## src/rtl/kgp_mem_pkg.sv

```systemverilog
// Shared definitions for the unified-memory port arbiter:
// FSM encoding, requester IDs and default widths.
package kgp_mem_pkg;

  typedef enum logic [1:0] {
    IDLE  = 2'd0,
    ISSUE = 2'd1,
    WAIT  = 2'd2,
    RESP  = 2'd3
  } state_t;

  localparam logic REQ_IF = 1'b0;
  localparam logic REQ_LS = 1'b1;

  localparam int DEF_DATA_W = 32;
  localparam int DEF_ADDR_W = 32;
  localparam int CNT_W      = 4;

endpackage

```

## src/rtl/mux2_cell.sv

```systemverilog
// Generic 2:1 mux cell used in front of the shared memory port.
module mux2_cell #(
  parameter int W = 32
) (
  input  logic         sel,
  input  logic [W-1:0] in0,
  input  logic [W-1:0] in1,
  output logic [W-1:0] out
);

  assign out = sel ? in1 : in0;

endmodule

```

## src/rtl/rr_pick2.sv

```systemverilog
// Combinational 2-way round-robin chooser: a lone request wins outright,
// a tie goes to the requester that was not granted last.
module rr_pick2 (
  input  logic [1:0] valid,
  input  logic       last,
  output logic       any,
  output logic       winner
);

  assign any    = |valid;
  assign winner = (&valid) ? ~last : valid[1];

endmodule

```

## src/rtl/mem_port_arbiter.sv

```systemverilog
// Round-robin arbiter sharing one fixed-latency memory port between
// instruction fetch (0) and the load/store unit (1), one access at a time.
module mem_port_arbiter
  import kgp_mem_pkg::*;
#(
  parameter int DATA_W  = DEF_DATA_W,
  parameter int ADDR_W  = DEF_ADDR_W,
  parameter int MEM_LAT = 2
) (
  input  logic              clk,
  input  logic              rst_n,
  input  logic              req0_valid,
  input  logic              req0_we,
  input  logic [ADDR_W-1:0] req0_addr,
  input  logic [DATA_W-1:0] req0_wdata,
  output logic              req0_ready,
  output logic              req0_rvalid,
  output logic [DATA_W-1:0] req0_rdata,
  input  logic              req1_valid,
  input  logic              req1_we,
  input  logic [ADDR_W-1:0] req1_addr,
  input  logic [DATA_W-1:0] req1_wdata,
  output logic              req1_ready,
  output logic              req1_rvalid,
  output logic [DATA_W-1:0] req1_rdata,
  output logic              mem_en,
  output logic              mem_we,
  output logic [ADDR_W-1:0] mem_addr,
  output logic [DATA_W-1:0] mem_wdata,
  input  logic [DATA_W-1:0] mem_rdata,
  output logic              sel
);

  if (MEM_LAT < 1 || MEM_LAT > 15) begin : g_lat_check
    $error("mem_port_arbiter: MEM_LAT=%0d outside 1..15", MEM_LAT);
  end

  localparam logic [CNT_W-1:0] CNT_INIT = CNT_W'(MEM_LAT - 1);

  state_t            state_reg, state_next;
  logic [CNT_W-1:0]  cnt_reg, cnt_next;
  logic              last_grant_reg, sel_reg;
  logic              any, winner, transfer, capture;
  logic [1:0]        valid_vec, we_vec, ready_vec, rvalid_vec, we_lat;
  logic [ADDR_W-1:0] addr_in [2];
  logic [ADDR_W-1:0] addr_lat [2];
  logic [DATA_W-1:0] wdata_in [2];
  logic [DATA_W-1:0] wdata_lat [2];
  logic [DATA_W-1:0] rdata_out [2];

  assign valid_vec   = {req1_valid, req0_valid};
  assign we_vec      = {req1_we, req0_we};
  assign addr_in[0]  = req0_addr;
  assign addr_in[1]  = req1_addr;
  assign wdata_in[0] = req0_wdata;
  assign wdata_in[1] = req1_wdata;

  rr_pick2 u_pick (
    .valid  (valid_vec),
    .last   (last_grant_reg),
    .any    (any),
    .winner (winner)
  );

  assign transfer = (state_reg == IDLE) && any;
  assign capture  = (state_reg == WAIT) && (cnt_reg == '0);

  always_ff @(posedge clk or negedge rst_n) begin
    if (!rst_n) begin
      state_reg      <= IDLE;
      cnt_reg        <= '0;
      last_grant_reg <= REQ_LS;
      sel_reg        <= REQ_IF;
    end else begin
      state_reg <= state_next;
      cnt_reg   <= cnt_next;
      if (transfer) begin
        sel_reg        <= winner;
        last_grant_reg <= winner;
      end
    end
  end

  always_comb begin
    state_next = state_reg;
    cnt_next   = cnt_reg;
    case (state_reg)
      IDLE:  if (transfer) state_next = ISSUE;
      ISSUE: begin
        cnt_next   = CNT_INIT;
        state_next = WAIT;
      end
      WAIT: begin
        if (cnt_reg == '0) state_next = RESP;
        else               cnt_next   = cnt_reg - 1'b1;
      end
      RESP:  state_next = IDLE;
      default: state_next = IDLE;
    endcase
  end

  // Each requester keeps its own request and response slot; sel picks the live one.
  for (genvar gi = 0; gi < 2; gi++) begin : g_req
    logic              we_reg;
    logic [ADDR_W-1:0] addr_reg;
    logic [DATA_W-1:0] wdata_reg;
    logic [DATA_W-1:0] rdata_reg;
    logic              mine;

    assign mine = (sel_reg == 1'(gi));

    always_ff @(posedge clk or negedge rst_n) begin
      if (!rst_n) begin
        we_reg    <= 1'b0;
        addr_reg  <= '0;
        wdata_reg <= '0;
        rdata_reg <= '0;
      end else begin
        if (transfer && (winner == 1'(gi))) begin
          we_reg    <= we_vec[gi];
          addr_reg  <= addr_in[gi];
          wdata_reg <= wdata_in[gi];
        end
        if (capture && mine) rdata_reg <= we_reg ? '0 : mem_rdata;
      end
    end

    // Gated by rst_n so ready drops together with every other output.
    assign ready_vec[gi]  = rst_n && (state_reg == IDLE) && any && (winner == 1'(gi));
    assign rvalid_vec[gi] = (state_reg == RESP) && mine;
    assign we_lat[gi]     = we_reg;
    assign addr_lat[gi]   = addr_reg;
    assign wdata_lat[gi]  = wdata_reg;
    assign rdata_out[gi]  = rdata_reg;

    a_hold_valid: assert property (@(posedge clk) disable iff (!rst_n)
      (valid_vec[gi] && !ready_vec[gi]) |=> valid_vec[gi]);
  end

  mux2_cell #(.W(ADDR_W)) u_addr_mux (
    .sel (sel_reg),
    .in0 (addr_lat[0]),
    .in1 (addr_lat[1]),
    .out (mem_addr)
  );

  mux2_cell #(.W(DATA_W)) u_wdata_mux (
    .sel (sel_reg),
    .in0 (wdata_lat[0]),
    .in1 (wdata_lat[1]),
    .out (mem_wdata)
  );

  assign mem_en      = (state_reg == ISSUE);
  assign mem_we      = mem_en && (sel_reg ? we_lat[1] : we_lat[0]);
  assign sel         = sel_reg;
  assign req0_ready  = ready_vec[0];
  assign req1_ready  = ready_vec[1];
  assign req0_rvalid = rvalid_vec[0];
  assign req1_rvalid = rvalid_vec[1];
  assign req0_rdata  = rdata_out[0];
  assign req1_rdata  = rdata_out[1];

endmodule

```

## config.mk

```make
export PLATFORM = sky130hd
export DESIGN_NAME = mem_port_arbiter
export DESIGN_NICKNAME = d
export VERILOG_FILES = /design/src/rtl/kgp_mem_pkg.sv /design/src/rtl/mux2_cell.sv /design/src/rtl/rr_pick2.sv /design/src/rtl/mem_port_arbiter.sv
export SDC_FILE = /design/constraint.sdc
export NUM_CORES = 1
export LEC_CHECK = 0
export ABC_AREA = 1
export CAP_MARGIN = 20
export CORE_UTILIZATION = 45
export DETAILED_ROUTE_END_ITERATION = 6
export GPL_TIMING_DRIVEN = 0
export PLACE_DENSITY = 0.78
export SLEW_MARGIN = 20
export SYNTH_ARGS = -nofsm -noshare
export SYNTH_HDL_FRONTEND = slang
export SYNTH_HIERARCHICAL = 1
export SYNTH_SLANG_ARGS = --single-unit
```

## constraint.sdc

```tcl
create_clock -name clk -period 2.7 [get_ports clk]
set_clock_uncertainty 0.05 [all_clocks]
set_input_delay 0.81 -clock clk [delete_from_list [all_inputs] [get_ports clk]]
set_output_delay 0.81 -clock clk [all_outputs]
set_load 0.02 [all_outputs]
```

==> qor.yml, run 1 <==
grt:
  grt_pass1_vias: 8671
  antenna_found_initial: 1
  grt_max_degree: 89
  globalRoute.totalOverflow: 0
  grt_pass1_wl_mm: 45.1
  grt_usage_pct: 26.7
status:
  status: "complete, no violations"
timing:
  maxSlewViolCount: 0
  finalCriticalPeriod_ns: 2.68
  setup_viol: 0
  max_slew_margin_pct: 63.3
  hold_viol: 0
  holdWs_ns: 0.105
  setup_ws_ns: 0.0151
  rsz0062_at_grt: "true"
  worst_pin_slew_ns: 0.551
  setup_tns_ns: 0
  max_freq_mhz: 372
  finalCritPeriodShare_pct: 99.4
power_and_ir_drop:
  p_leak_uw: 0.00710
  power-per-cell-area_mw_per_mm2: 1260
  irDropWorstVdd_v: 0.000760
  power_uw: 17000
synthesis:
  syn_area_mm2: 0.00926
  ys_seq_area_share_pct: 54.6
  syn_inst: 1118
  synth_nets: 1290
  yosys_register_bits: 202
  synth_top_area_cell: "dfrtp_1"
  synthDistinctLibCells: 28
  synth.avg_cell_area_um2: 8.28
  netlist_top_cells_area: "dfrtp_1 (54%), nand2_1 (21%), nand3_1 (7.2%)"
  synth_top_area_share_pct: 54.3
  yosysWarnings: 6
setup_path:
  r2r_slack_ns: 0.64
  worstPathRequired_ns: 1.84
  critPathCaptureType: "output port"
  critPathBufInv: 5
  crit_family: "buffers and inverters"
  cp_slowest_cell: "or2_1"
  crit_type: "input port to output port"
  slowest_delay_ns: 0.23
  rr_worst_depth: 8
  crit_path_start_kind: "input port"
  cp_cell_sequence: "clkdlybuf4s15_1, or2_1, nand2_2, inv_2, nand2_4, buf_8, buf_12, nor2_2, buf_4"
  worstReg2RegEnd: "req0_rdata[20]"
  crit_path_max_fanout: 3
  r2r_start: "state_reg[0]"
  crit_arrival_ns: 1.82
clocking:
  cts.sinks: 202
  cts-hold-fix-buffers: 0
  htreeDepth: 1
  clk_latency_ns: 0.50
  clk_path_buf_depth: 3
  clkTransAtPathRegs_ns: 0.06
  cts_tree: "yes"
  root_buffer: "clkbuf_16"
  cts_made_buffers: 22
drt:
  routedWlPerCell_um: 15.9
  drt_iter0_markers: 429
  vias_per_cell: 4.90
  routed_wirelength_mm: 27.7
  ant_nets: 0
  drc: 0
  drtPass1Iterations: 5
  vias: 8542
layout:
  area_growth_pct: 46.1
  final_layout_size_suffix_gt1_share_pct: 15.1
  antennaDiodeCount: 0
  fillers: 1637
  nets: 1631
  final_core_util_pct: 67.0
placed_design:
  gp_congestion: 0.881
  io_buffers: 300
  place_hpwl_mm: 19.4
  dp_slack_ns: -1.31
floorplan:
  fp.dieW_um: 145
  core_mm2: 0.0202
  start_util_pct: 45.9
  die_area_mm2: 0.0211
  num_rows: 52
  die_h_um: 145
  io_pins: 301
hold_path:
  hold_class: "input port to asynchronous set/reset pin"
flow_run:
  drv_cap: 0
## logic make-up (layout without fill, tap and decap cells)
family | after synthesis | in the layout | share of synthesized area (%)
buffers and inverters | 151 | 507 | 9.16
adders and majority gates | 6 | 6 | 0.811
and+or+nand+nor | 689 | 689 | 30.5
xor gates and xnor gates | 1 | 1 | 0.0946
AOI/OAI and AO/OA | 69 | 69 | 4.79
DFF | 202 | 202 | 54.6
## cell type report
type | instances | area [µm²] | share of cell area, %
timing repair buffer | 319 | 2980 | 22.0
tap | 270 | 338 | 2.50
sequential | 202 | 5060 | 37.4
clock inverter | 11 | 236 | 1.75
inverter | 83 | 327 | 2.42
multi-input combinational | 765 | 3410 | 25.2
clock buffer | 28 | 634 | 4.69
buffer | 66 | 542 | 4.01
## worst register-to-register path: cells and delay by family, from the launching register on
kind,cells,cell delay (ns)
fa+ha+maj,1,0.27
buf+inv,4,0.73
simple gates,3,0.52
flops,1,0.42
## where the power goes
group | internal [µW] | leakage (µW) | switching, µW
Combinational | 3320 | 0.00417 | 4810
Sequential | 4460 | 0.00250 | 823
Clock | 2330 | 0.000424 | 1240
Total | 10100 | 0.00710 | 6870
## layout by cell type (no fill, tap or decap), types with 18 or more instances in the layout
cell               n
nand2_1          520
clkdlybuf4s50_1  227
dfrtp_1          200
nand3_1          134
inv_1             76
buf_2             41
o21ai_1           39
o21ai_2           26
buf_4             25
clkbuf_16         23
nand2_2           21
clkbuf_1          18
## cells in the mapped netlist
library cell	instances
xor2_1	1
buf_4	6
ha_1	6
nand2_2	20
buf_1	5
buf_8	2
or2_1	2
buf_2	13
clkbuf_8	6
nor2_1	6
dfrtp_1	201
nand2_1	522
o21ai_0	2
o21ai_2	26
buf_6	15
nand4_1	2
nor2_4	1
nor3_1	1
buf_12	2
dfstp_2	1
inv_8	2
nand3_1	134
clkbuf_1	19
inv_1	79
inv_2	2
or2_2	1
o21ai_1	39
a21oi_1	2
## how the worst max path moves through the flow
stage                     cells past startpoint  slack [ns]                     end          from
after floorplan                               6        0.05              req0_ready    req1_valid
after global placement                        1       -7.82  g_req[0].wdata_reg[17]         rst_n
after detailed placement                      9       -1.31              req1_ready    req1_valid
after CTS                                     9       -0.01              req1_ready  state_reg[1]
after global routing                          9       -0.07              req1_ready  state_reg[0]
final                                         9        0.02              req1_ready    req1_valid
## what timing repair did
item,4_1_cts,5_1_grt
setup endpoints to repair,71,47
resized for setup,204,58
cloned,1,0
pin swaps,4,1
buffers inserted,11,5
## layer usage
layer | global-route usage [%] | part of all wire (%)
met5 | 0 | 0
met4 | 8.84 | 3.0
met3 | 6.77 | 8.7
met2 | 44.1 | 48
met1 | 34.3 | 40
## stage by stage
stage	area (µm²)	std cells
3_5_place_dp	12700	1690
3_3_place_gp	12600	1688
5_1_grt	13500	1744
4_1_cts	13600	1739
6_report	13500	1744
2_1_floorplan	9260	1118
(Power assumes the default switching activity.)
==> run 2, diff against run 1 <==
PLACE_DENSITY = 0.75   (was 0.78)
==> run 2 against run 1 <==
Count of clock-buffer cells in the layout up 1. Core utilization up 0.19 points. Die area unchanged. Critical endpoint unchanged. Largest power group unchanged.
==> qor.yml, run 2 (synthesis gave the netlist of run 1 again) <==
timing:
  max_freq_mhz: 378  # +1.6%
  finalCriticalPeriod_ns: 2.64  # -0.0411 ns
  hold_viol: 0  # unchanged
  setup_ws_ns: 0.0562  # +0.0411 ns
  setup_tns_ns: 0  # unchanged
  finalCritPeriodShare_pct: 97.9  # -1.5 points
  maxSlewViolCount: 0  # unchanged
  max_slew_margin_pct: 62.5  # -0.82 points
  setup_viol: 0  # unchanged
  worst_pin_slew_ns: 0.563  # +0.0122 ns
power_and_ir_drop:
  sw_frac_of_total_pct: 41.2  # +0.71 points
  power.switching_uw: 6840  # -0.55%
  clockPowerShare_pct: 18.6  # -2.4 points
  p_comb_share_pct: 49.6  # +1.7 points
  power_frac_seq_pct: 31.8  # +0.7 points
  power_uw: 16600  # -2.3%
  p_leak_uw: 0.00714  # +0.59%
  power-per-cell-area_mw_per_mm2: 1220  # -2.5%
  internal-power_uw: 9760  # -3.4%
  irDropWorstVdd_v: 0.000755  # -0.66%
floorplan:
  die_area_mm2: 0.0211  # unchanged
  num_rows: 52  # unchanged
  die_h_um: 145  # unchanged
  core_mm2: 0.0202  # unchanged
  start_util_pct: 45.9  # unchanged
  fp.dieW_um: 145  # unchanged
  io_pins: 301  # unchanged
layout:
  final_cell_mix: "nand2_1 (520), clkdlybuf4s50_1 (226), dfrtp_1 (200)"
  area_growth_pct: 46.5
  nets: 1632  # +0.061%
  layout_commonest_cell: "nand2_1"
  final_core_util_pct: 67.2  # +0.19 points
  fillers: 1691  # +3.3%
  final_layout_size_suffix_gt1_share_pct: 11.7  # -3.4 points
drt:
  routedWlPerCell_um: 16.0  # +0.44%
  wl_met3_mm: 2.31  # -4.5%
  drc: 0  # unchanged
  vias_per_cell: 4.88  # -0.35%
  drtPass1Iterations: 6  # +1
  ant_nets: 0  # unchanged
  topRoutingLayerUsed: "met5"
  routed_wirelength_mm: 27.9  # +0.61%
  drt_iter0_markers: 500  # +17%
  wl_met1_mm: 11.8  # +5.2%
  vias: 8527  # -0.18%
  wl_met2_mm: 13.2  # -0.44%
grt:
  grt_usage_pct: 26.5  # -0.16 points
  globalRoute.totalOverflow: 0  # unchanged
  grt_max_degree: 84  # -5.6%
  antenna_found_initial: 2  # +1
  grt_pass1_vias: 8362  # -3.6%
  grt_pass1_wl_mm: 44.6  # -1.2%
setup_path:
  crit_type: "input port to output port"
  worstPathRequired_ns: 1.84  # about the same
  crit_path_frequent_cell: "nand2_4"
  crit_arrival_ns: 1.78  # -0.04 ns
  crit_path_start_kind: "input port"
  rr_worst_depth: 7  # -1
  critPathCaptureType: "output port"
  cp_cell_sequence: "clkdlybuf4s15_2, or2_4, nand2_4, inv_2, nand2_4, buf_12, nor2_1, buf_4"
  cp_slowest_cell: "or2_4"
  crit_path_max_fanout: 4  # +1
  slowest_delay_ns: 0.27  # +0.04 ns
clocking:
  clk_path_buf_depth: 3  # unchanged
  htreeDepth: 1  # unchanged
  clkTransAtPathRegs_ns: 0.06  # about the same
  cts_made_buffers: 22  # unchanged
  cts_tree: "yes"
  root_buffer: "clkbuf_16"
  cts.sinks: 202  # unchanged
  clk_latency_ns: 0.49  # about the same
placed_design:
  dp_slack_ns: -1.32  # -0.0103 ns
  gp_congestion: 0.869  # -1.4%
  place_hpwl_mm: 19.8  # +2.5%
  io_buffers: 300  # unchanged
flow_run:
  drv_cap: 0  # unchanged
status:
  status: "complete, no violations"
hold_path:
  hold_class: "input port to asynchronous set/reset pin"
==> run 2: path summary, 6_finish.rpt <==
kind | start | to | slack [ns]
setup / recovery | req0_valid | req1_ready | 0.06
hold / removal | rst_n | g_req[0].wdata_reg[15] | 0.11
setup reg to reg | state_reg[1] | req0_rdata[29] | 0.76
hold reg to reg | g_req[1].addr_reg[28] | g_req[1].addr_reg[28] | 0.42
max in group asynchronous | rst_n | cnt_reg[1] | 1.81
min in group clk | g_req[1].addr_reg[28] | g_req[1].addr_reg[28] | 0.42
==> run 2: layer usage <==
metal  global-route usage (%)  up-vias
met5                        0        -
met4                     5.74        2
met3                     5.64       37
met2                     44.3      309
met1                     35.6     4034
li1                         -     4145
==> run 2: final cells by class <==
cell class | count | area (µm²) | share of cell area [%]
antenna | 2 | 5.00 | 0.0369
buffer | 65 | 529 | 3.90
clock buffer | 29 | 608 | 4.48
clock inverter | 10 | 129 | 0.950
inverter | 83 | 327 | 2.41
multi-input combinational | 765 | 3410 | 25.2
sequential | 202 | 5060 | 37.3
tap | 270 | 338 | 2.49
timing repair buffer | 321 | 3160 | 23.3
==> run 2: timing repair <==
action,in CTS,in global routing
setup endpoints to repair,71,21
setup buffers,12,6
gates resized for setup,122,22
gates cloned,1,0
hold buffers,0,0
pin swaps,4,3
==> run 2: critical path: cells and delay by family <==
family        cells  cell delay, ns
buf+inv           4            0.51
simple gates      4            0.45
==> run 2: metrics by stage <==
step | instances | hold WS, ns | area, µm²
2_1_floorplan | 1118 | 0.392 | 9260
3_3_place_gp | 1688 | 0.404 | 12600
3_5_place_dp | 1690 | 0.406 | 12700
4_1_cts | 1741 | 0.109 | 13500
5_1_grt | 1746 | 0.110 | 13600
6_report | 1747 | 0.111 | 13600
==> run 2: power groups by stage <==
stage / Clock, µW / Sequential [µW] / Combinational [µW]
after floorplan: 0 / 5750 / 4240
after detailed placement: 0 / 5290 / 8410
after global routing: 3270 / 5450 / 8980
after global placement: 0 / 5260 / 8280
after CTS: 3150 / 5280 / 8230
final: 3090 / 5280 / 8230
==> run 3, diff against run 2 <==
CORE_UTILIZATION = 41   (was 45)
GPL_ROUTABILITY_DRIVEN = 1   (was default)
PLACE_DENSITY = 0.69   (was 0.75)
==> run 3 against run 2 <==
The run now ends with design-rule violations left. Critical path depth is the same. Worst setup slack lost 0.0099 ns. Core utilization shrank 5.6 points. Register-to-register slack lost 0.06 ns. Sequential power is essentially flat. First-iteration DRC count shrank 1.4%. Count of clock-buffer cells in the layout grew 3. Wire length shrank 0.73%. Largest power group unchanged.
==> qor.yml, run 3 (synthesis gave the netlist of run 1 again) <==
hold_path:
  hold_class: "input port to asynchronous set/reset pin"
clocking:
  clkTransAtPathRegs_ns: 0.06  # about the same
  root_buffer: "clkbuf_16"
  clk_path_buf_depth: 3  # unchanged
  cts.sinks: 202  # unchanged
  cts_tree: "yes"
  clk_latency_ns: 0.50  # about the same
  htreeDepth: 1  # unchanged
  cts_made_buffers: 23  # +4.5%
  cts-hold-fix-buffers: 0  # unchanged
timing:
  hold_viol: 0  # unchanged
  finalCriticalPeriod_ns: 2.65  # +0.00990 ns
  worst_pin_slew_ns: 0.605  # +0.0416 ns
  maxSlewViolCount: 0  # unchanged
  max_slew_margin_pct: 59.7  # -2.8 points
  setup_viol: 0  # unchanged
  max_freq_mhz: 377  # -0.37%
  finalCritPeriodShare_pct: 98.3  # +0.37 points
  holdWs_ns: 0.0957  # -0.0152 ns
layout:
  area_growth_pct: 46.2
  antennaDiodeCount: 0  # -2
  final_layout_size_suffix_gt1_share_pct: 12.2  # +0.46 points
  final_cell_mix: "nand2_1 (520), clkdlybuf4s50_1 (227), dfrtp_1 (200)"
  final_core_util_pct: 61.6  # -5.6 points
  layout_commonest_cell: "nand2_1"
  nets: 1625  # -0.43%
  layoutNonFillerInstCount: 1749  # +0.11%
placed_design:
  gp_congestion: 0.832  # -4.3%
  io_buffers: 300  # unchanged
  dpl.cell_count: 1700  # +0.59%
  place_hpwl_mm: 19.8  # -0.10%
power_and_ir_drop:
  irDropWorstVdd_v: 0.000598  # -21%
  p_leak_uw: 0.00706  # -1.2%
  power-per-cell-area_mw_per_mm2: 1220  # -0.29%
setup_path:
  crit_family: "buffers and inverters"
  crit_path_start_kind: "input port"
  r2r_start: "state_reg[0]"
  cp_cell_sequence: "clkdlybuf4s15_2, or2_4, nand2_4, inv_6, nand2_8, buf_12, nor2_2, buf_4"
  critPathCaptureType: "output port"
  crit_arrival_ns: 1.79  # about the same
  rr_worst_depth: 8  # +1
  worstReg2RegEnd: "req0_rdata[27]"
  r2r_slack_ns: 0.70  # -0.06 ns
  slowest_delay_ns: 0.27  # about the same
  cp_slowest_cell: "or2_4"
  worstPathRequired_ns: 1.84  # about the same
  crit_start: "req0_valid"
  crit_type: "input port to output port"
  crit_path_max_fanout: 5  # +1
  critPathBufInv: 4  # unchanged
drt:
  drt_iter0_markers: 493  # -1.4%
  drc: 20  # +20
  drtPass1Iterations: 7  # +1
  routedWlPerCell_um: 15.8  # -0.84%
  routed_wirelength_mm: 27.7  # -0.73%
  vias: 8418  # -1.3%
  ant_nets: 0  # unchanged
  vias_per_cell: 4.81  # -1.4%
floorplan:
  io_pins: 301  # unchanged
  fp.dieW_um: 152  # +4.7%
  die_h_um: 152  # +4.7%
  core_mm2: 0.0220  # +8.9%
  num_rows: 54  # +3.8%
  die_area_mm2: 0.0232  # +9.6%
  start_util_pct: 42.2  # -3.7 points
grt:
  grt_pass1_vias: 8447  # +1.0%
  grt_max_degree: 90  # +7.1%
  antenna_found_initial: 0  # -2
  grt_pass1_wl_mm: 45.1  # +1.2%
  grt_usage_pct: 24.2  # -2.3 points
  globalRoute.totalOverflow: 0  # unchanged
status:
  violations: "design-rule violations"
  status: "finished with violations"
flow_run:
  drv_cap: 0  # unchanged
[run 3: cell types whose count changed in the layout (fill, tap and decap cells not counted), moves of 2 or more]
cell	previous run	this run
dlygate4sd2_1	47	29
bufinv_16	3	1
clkdlybuf4s15_1	17	27
buf_6	15	17
clkbuf_8	8	12
clkbuf_2	3	12
diode_2	2	0
buf_4	26	18
clkbuf_1	22	20
[run 3: worst max path at each step]
stage	endpoint	slack [ns]	cells after the start
2_1_floorplan	req0_ready	0.05	6
3_3_place_gp	g_req[0].wdata_reg[14]	-8.02	1
3_5_place_dp	req1_ready	-1.31	9
4_1_cts	req1_ready	0.005	8
5_1_grt	req1_ready	-0.009	8
6_report	req1_ready	0.05	8
[run 3: report_power, final]
group | internal [µW] | switching, µW | leakage (µW)
logic | 3380 | 4820 | 0.00418
clock network | 1820 | 1240 | 0.000372
registers | 4460 | 794 | 0.00250
total | 9660 | 6860 | 0.00706
[run 3: layout make-up]
type                       count  area [µm²]
timing repair buffer         313        3080
fill                        1971        8430
multi-input combinational    765        3440
sequential                   202        5060
tap                          280         350
inverter                      83         332
clock inverter                 9        76.3
clock buffer                  32         669
buffer                        65         527
[run 3: metrics by stage]
step           setup WS (ns)  instance area, µm²  total power, µW  setup TNS (ns)
2_1_floorplan         0.0475                9260             9990               0
3_3_place_gp           -8.02               12600            13600        -1630.97
3_5_place_dp           -1.31               12700            13700           -3.96
4_1_cts              0.00460               13500            16600               0
5_1_grt             -0.00857               13500            17700        -0.00857
6_report              0.0463               13500            16500               0
[run 3: timing repair]
item                                    4_1_cts  5_1_grt
pin swaps                                     4        4
gates cloned                                  1        0
setup buffers                                 7        3
gates resized for setup                     115       62
endpoints found under the setup margin       71       41
[run 3: metal layers]
layer | track usage, % | wire length [µm] | vias to the layer above
met3 | 6.23 | 2420 | 34
met4 | 5.83 | 503 | 0
met2 | 39.9 | 13000 | 275
met1 | 32.0 | 11800 | 3973
met5 | 0 | 0 | -
li1 | - | - | 4136
